### src/rtl/alu_result_fifo_if.sv
// Handshake and status bundle between the ALU result FIFO and its producer/consumer.
interface alu_result_fifo_if #(
  parameter int unsigned DEPTH  = 4,
  parameter int unsigned DATA_W = 4,
  parameter int unsigned DROP_W = 4
);
  localparam int unsigned CNT_W = $clog2(DEPTH) + 1;

  logic              in_valid;
  logic              in_ready;
  logic [DATA_W-1:0] in_result;
  logic [3:0]        in_flags;
  logic              out_valid;
  logic              out_ready;
  logic [DATA_W+3:0] out_data;
  logic [CNT_W-1:0]  count;
  logic [DROP_W-1:0] drop_cnt;
  logic [3:0]        sticky_flags;
  logic              sticky_clr;

  modport master (
    output in_valid, in_result, in_flags, out_ready, sticky_clr,
    input  in_ready, out_valid, out_data, count, drop_cnt, sticky_flags
  );

  modport slave (
    input  in_valid, in_result, in_flags, out_ready, sticky_clr,
    output in_ready, out_valid, out_data, count, drop_cnt, sticky_flags
  );
endinterface

### src/rtl/alu_result_fifo.sv
// First-word-fall-through FIFO for ALU result/flag words, with a saturating drop counter.
// Define ALU_FIFO_STICKY_EN to build the sticky OR-accumulated flag register.
module alu_result_fifo #(
  parameter int unsigned DEPTH  = 4,
  parameter int unsigned DATA_W = 4,
  parameter int unsigned DROP_W = 4
) (
  input  logic                clk,
  input  logic                rst_n,
  input  logic                ena,
  alu_result_fifo_if.slave    bus
);
  localparam int unsigned AW       = $clog2(DEPTH);
  localparam int unsigned CNT_W    = AW + 1;
  localparam int unsigned ENTRY_W  = DATA_W + 4;
  localparam logic [DROP_W-1:0] DROP_MAX = '1;

  logic [ENTRY_W-1:0] r_mem [DEPTH];
  logic [AW-1:0]      r_wptr;
  logic [AW-1:0]      r_rptr;
  logic [CNT_W-1:0]   r_count;
  logic [DROP_W-1:0]  r_drop;

  logic w_full;
  logic w_empty;
  logic w_in_ready;
  logic w_push;
  logic w_pop;
  logic w_drop;
  logic w_clr;

  assign w_full     = (r_count == CNT_W'(DEPTH));
  assign w_empty    = (r_count == '0);
  // in_ready deliberately ignores out_ready: a slot freed by a pop is reusable next cycle
  assign w_in_ready = ena & ~w_full;
  assign w_push     = ena & bus.in_valid & w_in_ready;
  assign w_drop     = ena & bus.in_valid & ~w_in_ready;
  assign w_pop      = ena & ~w_empty & bus.out_ready;
  assign w_clr      = ena & bus.sticky_clr;

  assign bus.in_ready  = w_in_ready;
  assign bus.out_valid = ~w_empty;
  assign bus.out_data  = w_empty ? '0 : r_mem[r_rptr];
  assign bus.count     = r_count;
  assign bus.drop_cnt  = r_drop;

  // Storage is data-only; validity is tracked solely by the pointers and count.
  always_ff @(posedge clk) begin
    if (w_push) begin
      r_mem[r_wptr] <= {bus.in_flags, bus.in_result};
    end
  end

  always_ff @(posedge clk) begin
    if (!rst_n) begin
      r_wptr  <= '0;
      r_rptr  <= '0;
      r_count <= '0;
    end else begin
      if (w_push) r_wptr <= r_wptr + AW'(1);
      if (w_pop)  r_rptr <= r_rptr + AW'(1);
      case ({w_push, w_pop})
        2'b10:   r_count <= r_count + CNT_W'(1);
        2'b01:   r_count <= r_count - CNT_W'(1);
        default: r_count <= r_count;
      endcase
    end
  end

  // A clear coinciding with a drop leaves that drop counted.
  always_ff @(posedge clk) begin
    if (!rst_n) begin
      r_drop <= '0;
    end else if (w_clr) begin
      r_drop <= w_drop ? DROP_W'(1) : '0;
    end else if (w_drop && (r_drop != DROP_MAX)) begin
      r_drop <= r_drop + DROP_W'(1);
    end
  end

`ifdef ALU_FIFO_STICKY_EN
  logic [3:0] r_sticky;

  always_ff @(posedge clk) begin
    if (!rst_n) begin
      r_sticky <= '0;
    end else if (w_clr) begin
      r_sticky <= w_push ? bus.in_flags : 4'h0;
    end else if (w_push) begin
      r_sticky <= r_sticky | bus.in_flags;
    end
  end

  assign bus.sticky_flags = r_sticky;
`else
  assign bus.sticky_flags = 4'h0;
`endif

endmodule

### src/flat_wrapper.sv
// flat-port wrapper written by rule: the top's interface ports become plain ports
module alu_result_fifo_flat 
#(
  parameter int unsigned DEPTH  = 4,
  parameter int unsigned DATA_W = 4,
  parameter int unsigned DROP_W = 4
)
  (clk, rst_n, ena, bus_in_valid, bus_in_result, bus_in_flags, bus_out_ready, bus_sticky_clr, bus_in_ready, bus_out_valid, bus_out_data, bus_count, bus_drop_cnt, bus_sticky_flags);
  alu_result_fifo_if #(.DEPTH(DEPTH), .DATA_W(DATA_W), .DROP_W(DROP_W)) bus_i ();
  input  logic clk;
  input  logic rst_n;
  input  logic ena;
  input wire logic [$bits(bus_i.in_valid)-1:0] bus_in_valid;
  input wire logic [$bits(bus_i.in_result)-1:0] bus_in_result;
  input wire logic [$bits(bus_i.in_flags)-1:0] bus_in_flags;
  input wire logic [$bits(bus_i.out_ready)-1:0] bus_out_ready;
  input wire logic [$bits(bus_i.sticky_clr)-1:0] bus_sticky_clr;
  output wire logic [$bits(bus_i.in_ready)-1:0] bus_in_ready;
  output wire logic [$bits(bus_i.out_valid)-1:0] bus_out_valid;
  output wire logic [$bits(bus_i.out_data)-1:0] bus_out_data;
  output wire logic [$bits(bus_i.count)-1:0] bus_count;
  output wire logic [$bits(bus_i.drop_cnt)-1:0] bus_drop_cnt;
  output wire logic [$bits(bus_i.sticky_flags)-1:0] bus_sticky_flags;
  assign bus_i.in_valid = bus_in_valid;
  assign bus_i.in_result = bus_in_result;
  assign bus_i.in_flags = bus_in_flags;
  assign bus_i.out_ready = bus_out_ready;
  assign bus_i.sticky_clr = bus_sticky_clr;
  assign bus_in_ready = bus_i.in_ready;
  assign bus_out_valid = bus_i.out_valid;
  assign bus_out_data = bus_i.out_data;
  assign bus_count = bus_i.count;
  assign bus_drop_cnt = bus_i.drop_cnt;
  assign bus_sticky_flags = bus_i.sticky_flags;
  alu_result_fifo #(.DEPTH(DEPTH), .DATA_W(DATA_W), .DROP_W(DROP_W)) u_core (.clk(clk), .rst_n(rst_n), .ena(ena), .bus(bus_i));
endmodule
### config.mk
export PLATFORM = sky130hd
export DESIGN_NAME = alu_result_fifo_flat
export DESIGN_NICKNAME = d
export VERILOG_FILES = /design/src/rtl/alu_result_fifo_if.sv /design/src/rtl/alu_result_fifo.sv /design/src/flat_wrapper.sv
export SDC_FILE = /design/constraint.sdc
export NUM_CORES = 1
export LEC_CHECK = 0
export CAP_MARGIN = 20
export CORE_MARGIN = 2
export CORE_UTILIZATION = 49
export CTS_BUF_LIST = sky130_fd_sc_hd__clkbuf_2 sky130_fd_sc_hd__clkbuf_4 sky130_fd_sc_hd__clkbuf_8
export CTS_CLUSTER_DIAMETER = 120
export DETAILED_ROUTE_END_ITERATION = 6
export PLACE_DENSITY = 0.82
export SLEW_MARGIN = 20
export SYNTH_ARGS = -nofsm -noshare
export SYNTH_HDL_FRONTEND = slang
export SYNTH_SLANG_ARGS = --single-unit
### constraint.sdc
create_clock -name clk -period 2.1 [get_ports clk]
set_input_delay 0.63 -clock clk [delete_from_list [all_inputs] [get_ports clk]]
set_output_delay 0.63 -clock clk [all_outputs]
set_load 0.01 [all_outputs]
### Word-level counts from Yosys, hierarchy flattened

Memories as Yosys holds them, arrays and structs flattened. A register that Yosys moved wholly into a read port is not among the register bits.
Index checks and enable logic that the tools add are counted.

| storage, ports and cells | value |
|---|---|
| flip-flop bits (word level) | 11 |
| bits of input ports | 14 |
| output and inout bits | 21 |
| memories kept | 1 |
| bits in writable memories | 32 |
| word-level logic and storage cells | 37 |

Memory list:

| memory | depth | width | read ports | clocked after Yosys merged registers in | write ports | line | text |
|---|---|---|---|---|---|---|---|
| u_core.r_mem | 4 | 8 | 1 | 1 | 1 | alu_result_fifo.sv:18 | `logic [ENTRY_W-1:0] r_mem [DEPTH];` |

| operators by class | value |
|---|---|
| equality and inequality tests | 4 |
| mux-type cells | 9 |
| reductions and logical operators | 4 |
| bitwise gates (word level) | 10 |
| add/subtract/negate cells | 5 |

Operators by type and width:

| kind | count |
|---|---|
| 4-bit 2-to-1 mux | 2 |
| 8-bit 2-to-1 mux | 1 |
| 1-bit AND | 7 |
| 3-bit case mux with 2 select lines | 1 |
| 2-bit by 1-bit adder with 2-bit output (second input constant) | 2 |
| 4-bit by 1-bit adder with 4-bit output (second input constant) | 1 |
| 2-bit 2-to-1 mux | 2 |
| 4-bit != test (second input constant) | 1 |
| 2-bit nonzero test | 2 |
| 3-bit by 1-bit adder with 3-bit output (second input constant) | 1 |
| 3-bit equality test (second input constant) | 1 |
| 3-bit zero test | 1 |
| 1-bit 2-to-1 mux | 3 |
| 1-bit inverter | 3 |
| 3-bit by 1-bit subtractor with 3-bit output (second input constant) | 1 |
| 2-bit by 1-bit equality test with 1-bit output (second input constant) | 1 |
| 2-bit equality test (second input constant) | 1 |
| 1-bit logical AND | 1 |

### Logic depth before layout (Yosys ltp)

| logic depth | value |
|---|---|
| depth in word-level cells | 8 |
| gate-level depth with buffers | 9 |
| mapped depth without buffers | 9 |

### Least setup slack after synthesis

Ideal clock, no wire load.

| timing | value |
|---|---|
| path type | input -> register |
| from | in ena |
| to | reg u_core.r_count[2], in the netlist u_core.bus.count[2] |
| setup time | 0.070 ns |
| path slack | -0.100 ns |
| path buffers | 0 |
| required time | 2.030 ns |
| stages on the path | 9 |
| arrival | 2.131 ns |
| cell sequence | nand2_1 nor2_1 inv_1 ha_1 inv_1 fa_1 xor2_1 or3_1 a21oi_1 |

| on the way | value |
|---|---|
| longest elaborated chain between the ends | 4 |
| elaborated cells on any way between the ends | 9 |
| those cells by class | eq/ne (2); mux (1); bitwise (5); reduce/logical (1) |

Ends and longest elaborated chain:

| what | line | text |
|---|---|---|
| from (decl) | flat_wrapper.sv:12 | `input logic ena;` |
| 1-bit AND (on tied branches) | alu_result_fifo.sv:38, alu_result_fifo.sv:35, alu_result_fifo.sv:36 |  |
| 1-bit AND (on tied branches) | alu_result_fifo.sv:38, alu_result_fifo.sv:36 |  |
| 2-bit by 1-bit equality test with 1-bit output / 2-bit equality test (equally long branches) | alu_result_fifo.sv:62 | `case ({w_push, w_pop})` |
| 3-bit case mux with 2 select lines / 2-bit nonzero test (equally long branches) | - |  |
| to (signal assigned) | alu_result_fifo.sv:63 | `2'b10: r_count <= r_count + CNT_W'(1);` |
| to (signal assigned) | alu_result_fifo.sv:64 | `2'b01: r_count <= r_count - CNT_W'(1);` |
| to (signal assigned) | alu_result_fifo.sv:65 | `default: r_count <= r_count;` |
| to (decl) | alu_result_fifo.sv:21 | `logic [CNT_W-1:0] r_count;` |

Parallel ways exist; a longest one is shown, timed or not.
A chain may end at the register's enable or synchronous reset.

==> metrics.csv <==
stage;metric;value;unit
min_path;hp-start;u_core.bus.drop_cnt[1];
logic_synthesis;yosys-top-cells-area;edfxtp_1 (49%), dfxtp_1 (13%), mux4_2 (9.1%);
run_status;status;finished, violations left;
timing;final.setup.worst_slack;-0.0983;ns
route;wl_per_cell;15.1;um
place;dp.cells;235;
critical_path;r2r_start;u_core.bus.count[1];
critical_path;r2r-end;u_core.bus.count[2];
clocking;cts.sink_count;45;
job;drv_cap;0;
floorplan;core;3940;um2
route;drt-total-wl;3820;um
critical_path;end_kind;primary output;
critical_path;critPathLaunchType;register;
place;placed_area;2540;um2
logic_synthesis;synthCells;139;
critical_path;reg2reg_depth;10;
logic_synthesis;synth_edf_count;32;
min_path;worstHoldPathType;register to register;
route;drt_pass1_iterations;4;
critical_path;crit_arrival;1.57;ns
floorplan;start_util;0.501;
finish;antennaDiodeCount;0;
floorplan;die_y;67.5;um
logic_synthesis;synth_seq_cells;45;
clocking;cts_tree;done;
timing;hold_viol_final;0;
logic_synthesis;ys_seq_area_frac;0.619;
grt;grt_first_pass_wirelength;5990;um
logic_synthesis;synth_cell_types;33;
power_and_ir_drop;ir_worst_vdd;315;uV
finish;area_delta_synth_final;38.9;%
clocking;cts_made_buffers;5;
route;vias;1304;
grt;grt_overflow;0;
critical_path;rrSetupSlack;0.03;ns
power_and_ir_drop;leakage;1.02;nW
run_status;violations;setup timing;
logic_synthesis;synth_top_area_share;0.487;
logic_synthesis;yosys_most_used_dff;edfxtp_1;
finish;final_cell_mix;edfxtp_1 (32), buf_4 (21), clkdlybuf4s50_1 (17);
clocking;cts_root_buf;clkbuf_8;
clocking;clkLatencyLatePin;0.29;ns
finish;nets;222;
timing;clock_skew;0.00945;ns
timing;finalSetupViolCount;8;
grt;grt_pass1_vias;1327;
min_path;hold-path-endpoint;u_core.bus.drop_cnt[1];
power_and_ir_drop;cellPowerDensity;676;nW/um2
place;numPortBuffers;30;
clocking;clk_path_buf_depth;2;
clocking;h-tree-depth;2;
grt;grt_usage;0.185;
finish;register_area;1230;um2
grt;grt_max_degree;15;
finish;fill_cells;275;
critical_path;required;1.47;ns
finish;drive_gt1_frac;0.376;
timing;whs;0.517;ns
finish;multi_input_area;743;um2
finish;layout_commonest_cell;edfxtp_1;
place;dp_hpwl;2670;um
grt;grt_antenna_before_repair;0;
floorplan;fp-row-count;23;
critical_path;cp_max_fo;8;
timing;period_needed;2.20;ns
route;drt_iter0_drc;83;
clocking;cts.clk_slew.worst_paths;0.08;ns
timing;drv_slew;0;
logic_synthesis;ys_warn_count;0;
timing;grt_setup_unrepaired;true;
logic_synthesis;synth_top_area_cell;edfxtp_1;
logic_synthesis;async_flop_share;0;
timing;tns;-0.565;ns
timing;fmax;0.455;GHz
floorplan;die_area;4550;um2
finish;finalNonFillerCells;252;
finish;fin_util;0.696;
logic_synthesis;syn_area;1970;um2
timing;min_period_over_period;1.05;
route;drt_drc_violations_left;0;
route;ant_nets;0;
finish;design_area;2740;um2
critical_path;crit_type;register to primary output;
place;routabilityCongestion;0.756;
route;via_per_inst;5.17;
floorplan;die_w;67.5;um
min_path;worstHoldPathCells;2;
logic_synthesis;postSynthAreaPerCell;14.2;um2
floorplan;ios;35;
layer usage:
layer,vias to the layer above,GRT usage,part of all wire
li1,627,-,-
met1,623,0.202,0.39
met2,48,0.335,0.54
met3,6,0.0500,0.053
met4,0,0.0765,0.014
met5,-,0,0
cell families after synthesis:
logic type	Yosys count	share of synthesized area
AND/OR/NAND/NOR	43	0.131
flip-flops	45	0.619
buffers and inverters	16	0.0387
XOR/XNOR	3	0.0133
multiplexers	11	0.106
other	1	0.00190
adder cells (fa/ha/maj)	7	0.0482
AO/OA/AOI/OAI	13	0.0425
worst max-delay path, stage by stage (launching register included):
cell	delay [ns]
dfxtp_2	0.35
buf_12	0.14
mux4_2	0.50
and2_1	0.15
buf_2	0.13
sequential cells by signal (all words and copies together) (netlist names), named ones only:
name	count
u_core.bus.count	3
u_core.bus.drop_cnt	4
u_core.r_mem	32
u_core.r_rptr	2
u_core.r_wptr	2
worst max path at each step:
stage                     endpoint      from  cells past startpoint
2_1_floorplan  u_core.bus.count[2]       ena                      9
3_3_place_gp   u_core.bus.count[2]       ena                      9
3_5_place_dp   u_core.bus.count[2]       ena                      9
4_1_cts            bus_out_data[7]  register                      4
5_1_grt            bus_out_data[7]  register                      4
6_report           bus_out_data[7]  register                      4
stage by stage:
step | setup slack, ns | total power, mW
floorplan | 0.0102 | 1.15
global placement | -0.469 | 1.31
detailed placement | -0.553 | 1.33
CTS | -0.134 | 1.84
global route | -0.155 | 1.94
finish | -0.0983 | 1.85
Yosys cell counts, types with 2 or more instances:
| cell type | number |
|---|---|
| nand2_1 | 8 |
| mux4_2 | 8 |
| a21oi_1 | 4 |
| nand2b_1 | 2 |
| nor4_1 | 2 |
| xor2_1 | 2 |
| dfxtp_1 | 13 |
| o21ai_0 | 3 |
| inv_1 | 9 |
| or3_1 | 4 |
| clkbuf_1 | 2 |
| nor2_1 | 7 |
| mux2i_1 | 3 |
| and2_1 | 13 |
| a41oi_1 | 2 |
| buf_4 | 4 |
| ha_1 | 6 |
| edfxtp_1 | 32 |
where the power goes:
| group | internal (mW) | switching, mW | leakage, nW |
|---|---|---|---|
| registers | 0.975 | 0.0135 | 0.398 |
| logic | 0.206 | 0.150 | 0.572 |
| clock network | 0.230 | 0.278 | 0.0455 |
repair_timing:
item	in CTS	in global routing
endpoints found under the setup margin	12	13
setup buffers	6	3
gates resized for setup	51	18
hold buffers	0	0
pin swaps	10	9
layout make-up:
cell class	count	share of cell area
clock buffer	5	0.0251
sequential	45	0.448
timing repair buffer	59	0.214
inverter	9	0.0123
multi-input combinational	81	0.271
tap	50	0.0228
clock inverter	3	0.00639
(Power assumes the default switching activity.)
